$ cat src/rtl/aec_expr_feeder.sv
// Host-side front-end for the AEC calculator: validates and buffers one '='-terminated
// expression, bursts it to AEC without gaps, then returns AEC's result or an error flag.
module aec_expr_feeder #(
    parameter int BUF_DEPTH = 64,
    parameter int MAX_WAIT  = 1024
) (
    input  logic        clk,
    input  logic        rst_n,
    input  logic        s_valid,
    input  logic [7:0]  s_data,
    output logic        s_ready,
    output logic        aec_ready,
    output logic [7:0]  aec_ascii,
    input  logic        aec_finish,
    input  logic [31:0] aec_result,
    output logic        m_valid,
    output logic [31:0] m_result,
    output logic        m_error,
    input  logic        m_ready
);
    localparam int AW = $clog2(BUF_DEPTH);
    localparam int PW = AW + 1;
    localparam int CW = $clog2(MAX_WAIT + 1);
    localparam logic [7:0] EQ = 8'h3D;

    typedef enum logic [2:0] {FILL, SEND, WAIT, DONE, DRAIN} state_t;

    state_t        state_q, state_d;
    logic [PW-1:0] wr_ptr_q, wr_ptr_d;
    logic [PW-1:0] rd_ptr_q, rd_ptr_d;
    logic [CW-1:0] wait_q, wait_d;
    logic [31:0]   m_result_q, m_result_d;
    logic          m_error_q, m_error_d;
    logic [7:0]    mem_q [BUF_DEPTH];
    logic          wr_en;
    logic          s_fire;
    logic          legal;
    logic          is_eq;

    function automatic logic is_legal(input logic [7:0] c);
        return (c >= 8'h30 && c <= 8'h39) || (c >= 8'h61 && c <= 8'h66) ||
               (c inside {8'h28, 8'h29, 8'h2A, 8'h2B, 8'h2D, 8'h3D});
    endfunction

    assign s_ready   = (state_q == FILL) || (state_q == DRAIN);
    assign s_fire    = s_valid && s_ready;
    assign legal     = is_legal(s_data);
    assign is_eq     = (s_data == EQ);
    assign aec_ready = (state_q == SEND) && (rd_ptr_q == '0);
    // AEC keeps sampling its input while computing, so '=' must stay parked there.
    assign aec_ascii = (state_q == SEND) ? mem_q[rd_ptr_q[AW-1:0]] : EQ;
    assign m_valid   = (state_q == DONE);
    assign m_result  = m_result_q;
    assign m_error   = m_error_q;

    always_comb begin
        state_d    = state_q;
        wr_ptr_d   = wr_ptr_q;
        rd_ptr_d   = rd_ptr_q;
        wait_d     = wait_q;
        m_result_d = m_result_q;
        m_error_d  = m_error_q;
        wr_en      = 1'b0;
        case (state_q)
            FILL: if (s_fire) begin
                if (!legal) begin
                    state_d = DRAIN;
                end else if (is_eq) begin
                    if (wr_ptr_q == '0) begin
                        state_d    = DONE;
                        m_error_d  = 1'b1;
                        m_result_d = '0;
                    end else begin
                        // '=' sits at wr_ptr, so rd_ptr==wr_ptr marks the burst's last beat
                        wr_en    = 1'b1;
                        rd_ptr_d = '0;
                        state_d  = SEND;
                    end
                end else if (wr_ptr_q == PW'(BUF_DEPTH - 1)) begin
                    state_d = DRAIN;
                end else begin
                    wr_en    = 1'b1;
                    wr_ptr_d = wr_ptr_q + 1'b1;
                end
            end
            SEND: begin
                if (rd_ptr_q == wr_ptr_q) begin
                    if (aec_finish) begin
                        m_result_d = aec_result;
                        m_error_d  = 1'b0;
                        state_d    = DONE;
                    end else begin
                        wait_d  = '0;
                        state_d = WAIT;
                    end
                end else begin
                    rd_ptr_d = rd_ptr_q + 1'b1;
                end
            end
            WAIT: begin
                if (aec_finish) begin
                    m_result_d = aec_result;
                    m_error_d  = 1'b0;
                    state_d    = DONE;
                end else if (wait_q == CW'(MAX_WAIT - 1)) begin
                    m_result_d = '0;
                    m_error_d  = 1'b1;
                    state_d    = DONE;
                end else begin
                    wait_d = wait_q + 1'b1;
                end
            end
            DONE: if (m_ready) begin
                state_d    = FILL;
                wr_ptr_d   = '0;
                rd_ptr_d   = '0;
                m_error_d  = 1'b0;
                m_result_d = '0;
            end
            DRAIN: if (s_fire && is_eq) begin
                state_d    = DONE;
                m_error_d  = 1'b1;
                m_result_d = '0;
            end
            default: state_d = FILL;
        endcase
    end

    always_ff @(posedge clk or negedge rst_n) begin
        if (!rst_n) begin
            state_q    <= FILL;
            wr_ptr_q   <= '0;
            rd_ptr_q   <= '0;
            wait_q     <= '0;
            m_result_q <= '0;
            m_error_q  <= 1'b0;
        end else begin
            state_q    <= state_d;
            wr_ptr_q   <= wr_ptr_d;
            rd_ptr_q   <= rd_ptr_d;
            wait_q     <= wait_d;
            m_result_q <= m_result_d;
            m_error_q  <= m_error_d;
        end
    end

    always_ff @(posedge clk) begin
        if (wr_en) mem_q[wr_ptr_q[AW-1:0]] <= s_data;
    end
endmodule

$ cat config.mk
export PLATFORM = sky130hd
export DESIGN_NAME = aec_expr_feeder
export DESIGN_NICKNAME = d
export VERILOG_FILES = /design/src/rtl/aec_expr_feeder.sv
export SDC_FILE = /design/constraint.sdc
export NUM_CORES = 1
export LEC_CHECK = 0
export CORE_UTILIZATION = 50
export CTS_CLUSTER_SIZE = 14
export DETAILED_ROUTE_END_ITERATION = 16
export HOLD_SLACK_MARGIN = 0.05
export PLACE_DENSITY = 0.76
export SYNTH_ARGS = -nofsm -noshare
export SYNTH_HDL_FRONTEND = slang
export SYNTH_SLANG_ARGS = --single-unit
$ cat constraint.sdc
create_clock -name clk -period 2.95 [get_ports clk]
set_input_delay 0.7375 -clock clk [delete_from_list [all_inputs] [get_ports clk]]
set_output_delay 0.7375 -clock clk [all_outputs]
set_load 0.02 [all_outputs]
# Word level (Yosys, flattened, before mapping)
# Memories as Yosys holds them, arrays and structs flattened.
# Index checks and enable logic that the tools add are counted.
[classes] addsub=3 order_cmp=4 n_eq_ne=30 n_mux=60 reduce_logical=21
[ops] operator="$mux W32" n=10
[ops] operator="$pmux W32 S5" n=1
[ops] operator="$mux W7" n=10
[ops] operator="$eq A8 B6 Y1 const B" n=6
[ops] operator="$mux W11" n=4
[ops] operator="$mux W3" n=9
[ops] operator="$ne A2 B2 Y1 const B" n=11
[ops] operator="$pmux W11 S2" n=1
[ops] operator="$pmux W7 S3" n=1
[ops] operator="$mux W1" n=19
[ops] operator="$pmux W3 S5" n=1
[ops] operator="$add A7 B1 Y7 const B" n=2
[ops] operator="$logic_not A7 Y1" n=2
[ops] operator="$pmux W7 S2" n=1
[ops] operator="$reduce_and A6 Y1" n=2
[ops] operator="$add A11 B1 Y11 const B" n=1
[ops] operator="$eq A11 B10 Y1 const B" n=1
[ops] operator="$reduce_and A10 Y1" n=1
[ops] operator="$ge A8 B6 Y1 const B" n=1
[ops] operator="$ge A8 B7 Y1 const B" n=1
[ops] operator="$le A8 B6 Y1 const B" n=1
[ops] operator="$le A8 B7 Y1 const B" n=1
[ops] operator="$mux W8" n=1
[ops] operator="$ne A2 B1 Y1 const B" n=4
[ops] operator="18 further kinds" n=26
[totals] register_bits=61 ram_bits=512 out_inout_bits=44 wordCells=125 mem_count=1
[memory_table] memory="mem_q" words=64 width=8 read_ports=1 rd_ports_with_merged_regs=0 write_ports=1 line_no="34" rtl="logic [7:0] mem_q [BUF_DEPTH];"

# Longest topological paths before layout
[logic_depth] word_depth=9 ltp_mapped=11

# Worst setup path before layout
# OpenSTA, ideal clock, no wires.
[synth_timing] path_type="input to register" startpoint="in s_data[1]" endpoint="mem mem_q[10][0], enable pin" t_arrival_ns=2.610 t_required_ns=2.555 slack_ns=-0.055 path_stages=7 path_buffers=2 path_cell_list="o21a_1 > o21ai_0 > and4_1 > a21oi_1 > buf_2 > buf_2 > nor4_1"
[synth_between] elab_chain_len=9 elab_cells_between_ends=21 classes_between="order compare: 4; eq/ne: 6; mux: 6; reduce/logical: 5"
[synth_rtl] item="start, declared" line_no="10" rtl="input logic [7:0] s_data,"
[synth_rtl] item="$ge A8 B6 Y1 (tied with other cells)" line_no="41" rtl="return (c >= 8'h30 && c <= 8'h39) || (c >= 8'h61 && c <= 8'h66) ||"
[synth_rtl] item="$logic_and A1 B1 Y1" line_no="41"
[synth_rtl] item="$logic_or A1 B1 Y1 (2 in series)" line_no="41"
[synth_rtl] item="$mux W1 *" line_no="66" rtl="if (!legal) begin"
[synth_rtl] item="$mux W1 *" line_no="65" rtl="FILL: if (s_fire) begin"
[synth_rtl] item="$mux W1 *" line_no="64" rtl="case (state_q)"
[synth_rtl] item="$mux W1 *" line_no="148" rtl="if (wr_en) mem_q[wr_ptr_q[AW-1:0]] <= s_data;"
[synth_rtl] item="$mux W1 (implied by the code) *" line_no="148"
[synth_rtl] item="end, declared" line_no="34"
# Every way passes the cells marked *; elsewhere a longest branch is shown, timed or not.

# Worst setup path after layout
[layout_timing] startpoint="reg rd_ptr_q[0]" endpoint="out aec_ascii[5]"
[layout_between] elab_chain_len=2
[layout_rtl] item="start, declared" line_no="30" rtl="logic [PW-1:0] rd_ptr_q, rd_ptr_d;"
[layout_rtl] item="start signal, assigned" line_no="140" rtl="rd_ptr_q <= rd_ptr_d;"
[layout_rtl] item="$mem_v2 Z64 W8"
[layout_rtl] item="$mux W8" line_no="51" rtl="assign aec_ascii = (state_q == SEND) ? mem_q[rd_ptr_q[AW-1:0]] : EQ;"
[layout_rtl] item="end, declared" line_no="13" rtl="output logic [7:0] aec_ascii,"
# No other way between the ends.

==> impl_results.md <==
* Outcome: complete, but fails checks
* Failing checks: negative setup slack
* Hpwl dp at 35300 um
* Unrepaired setup endpoints after global routing: true
* DR pass1 iterations at 5
* Type of origin of the critical path: register
* Fin crit share at 1.24
* Total Routing Usage GR at 0.245
* Row count at 79
* Starting Density at 0.505
* Synthesized area at 23500 um^2
* DRC violations left at 0
* Post-route cell area at 29100 um^2
* Footprint of the multi-input gates at 6380 um^2
* Clk pwr share at 0.305
* Final Hold Viols at 0
* Int Pwr at 17.5 mW
* Tmin final at 3650 ps
* Die H at 219 um
* Synth top area share at 0.655
* Slew Limit Headroom at 0.462
* CTS root buffer: clkbuf_16
* Clk sinks at 573
* Synth Register Bits at 573
* Initial antenna violation count at 1
* Reg2reg end: rd_ptr_q[0]
* Share of flip-flops with an asynchronous set or reset at 0.106
* Setup CP Type: register to output port
* R2r setup slk at -30 ps
* Cells after Synth at 1301
* Post-Place Cell Area at 26200 um^2
* Area leader, netlist: edfxtp_1
* Placer congestion estimate at 0.950
* # hold bufs at CTS at 0
* Clock slew at reported path FFs at 60 ps
* Ys flop type: edfxtp_1
* Placed insts at 2079
* CP Capture Type: output port
* Initial drt markers at 1622
* Vias in the first global route at 13700
* Most frequent cells in the layout: edfxtp_1, buf_4, mux4_2
* Max Cap Viol at 0
* Routed Antenna Nets at 0
* Syn Nets at 1351
* Pwr dens at 858 nW/um^2
* Skew-Pair Late Insertion Delay at 640 ps
* Final Non-Filler Cells at 2211
* Die Area at 47800 um^2
* Port Buf Inserts at 88
* Slew Viols, Final at 0
* Layout Nets at 1610
* Critical path arrival at 2910 ps
* CTS max path bufs at 3
* Seq pwr share at 0.374
* Most common cell after layout, fill and taps aside: edfxtp_1
* Die width at 219 um
* Total CTS buffers at 57
* Routed wire length per instance at 26.8 um
* # setup viols final at 10
* Layout cell share with drive strength beyond 1 at 0.325
* FF+latch area at 16900 um^2
* First-pass GRT wire length at 85600 um
* Worst hold path type: input pin to async pin
* Max IR drop VDD at 0.000531 V
* Fmax at 274 MHz
* Net Sw Frac at 0.300
* CTS tree: built
* EDFF count, synth at 512
* Distinct cells, synth at 65
* Mean area per synthesized cell at 18.0 um^2
* Post-Route WL at 59300 um
* Crit Reg-Reg Startpoint: rd_ptr_q[0]
* Vias at 13900
* Io pins at 89
* Maximum number of pins on one net before global-route repair at 67
* Layout overhead on the synthesized area at 23.8%
* Vias per cell at 6.29
* Ys Warns at 0
* Post-synthesis sequential area ratio at 0.720
* Comb power frac at 0.321
* Grt total ovfl at 0
* CP max FO at 7
* Tightest Pin Transition at 807 ps
* LEAKAGE at 9.63 nW
* Fill cell count at 3126
* H-tree levels at 2
* Psw at 7.48 mW
* WP data required at 2210 ps
* Top cells by area, synth: edfxtp_1, mux4_2, dfrtp_1, nor4_1, mux2i_1
* Diode count at 0
* Cell depth of the worst flop-to-flop path at 11
* Min setup slack post-route at -699 ps
* Core area at 46500 um^2
* Worst Skew at 23.6 ps
## critical path: stages (launching register included)
cell and delay [ps]:
dfrtp_4 480, buf_12 160, buf_16 160, mux4_2 540, mux4_2 510, a211o_1 290, buf_6 130
## registers in the layout, summed over array words and instances, names as in the netlist
signal / count
mem_q: 512
state_q: 3
wr_ptr_q: 7
m_result: 32
m_error: 1
wait_q: 11
rd_ptr_q: 7
## metrics by stage
step                      power, mW  hold slack, ps  utilization  setup TNS [ps]  setup WS [ps]
final                          24.9             207        0.626           -5430           -699
after CTS                      24.2             210        0.614           -5780           -718
after global placement         16.0             471        0.564           -3970           -512
after detailed placement       16.1             471        0.564           -4040           -537
after floorplan                13.7             442            -          -18780          -54.8
after global routing           25.7             256        0.626           -5940           -749
## cells by family after synthesis
| kind of cell | synth area share |
|---|---|
| muxes | 0.141 |
| adders and majority gates | 0.00266 |
| DFF | 0.720 |
| buffers and inverters | 0.0269 |
| xor gates and xnor gates | 0.00336 |
| and+or+nand+nor | 0.0674 |
| AOI/OAI and AO/OA | 0.0387 |
## final cells by class
| type | count | share of cell area |
|---|---|---|
| Clock inverter | 39 | 0.0176 |
| Timing Repair Buffer | 288 | 0.0994 |
| Tap cell | 607 | 0.0261 |
| Clock buffer | 64 | 0.0500 |
| Inverter | 40 | 0.00530 |
| Multi-Input combinational cell | 600 | 0.220 |
| Sequential cell | 573 | 0.582 |
## how the worst max path moves through the flow
stage                      startpoint      endpoint
after global placement    rd_ptr_q[0]  aec_ascii[6]
final                     rd_ptr_q[0]  aec_ascii[5]
after detailed placement  rd_ptr_q[0]  aec_ascii[1]
after global routing      rd_ptr_q[0]  aec_ascii[7]
after CTS                 rd_ptr_q[0]  aec_ascii[1]
after floorplan             s_data[1]  mem_q[10][0]
## routing by layer
metal	share of wire	track usage	up-vias
li1	-	-	5830
met1	0.39	0.334	7101
met2	0.48	0.378	837
met3	0.10	0.0689	137
met4	0.031	0.0880	0
met5	0	0	-
## power groups by stage
stage          Clock [mW]  Sequential [mW]  Combinational (mW)
4_1_cts              7.68             9.31                7.23
3_5_place_dp            0             9.50                6.63
5_1_grt              7.97             9.36                8.41
2_1_floorplan           0             9.47                4.28
6_report             7.60             9.34                8.01
3_3_place_gp            0             9.48                6.52
## synthesized netlist by cell type, types with 3 or more instances
library cell and count:
inv_1 40, nand2b_1 4, o41ai_1 3, buf_6 9, o221ai_1 7, nand2_1 39
nor2b_1 9, o22ai_1 6, a221oi_1 3, nor4_1 66, mux2i_1 27, dfrtp_1 61
a22o_1 3, buf_4 10, ha_1 5, and3_1 4, a211o_1 3, mux4_2 133
o21ai_1 24, clkbuf_1 24, and2_1 5, nand4_1 3, nand3b_1 6, buf_2 36
nand3_1 52, or3b_2 5, a31oi_1 8, o21ai_0 48, or4_1 5, nor4b_1 4
edfxtp_1 512, nor3_1 14, o22a_1 6, buf_1 8, mux2_2 4, or2_2 5
or3_1 11, nor2_1 34, xor2_1 7, a21oi_1 15, o31ai_1 3
## repair_timing
item / in CTS / in global routing
setup endpoints to repair: 10 / 9
pin swaps: 5 / 12
setup buffers: 7 / 13
resized for setup: 92 / 72
gates cloned: 4 / 6
(Power assumes the default switching activity.)
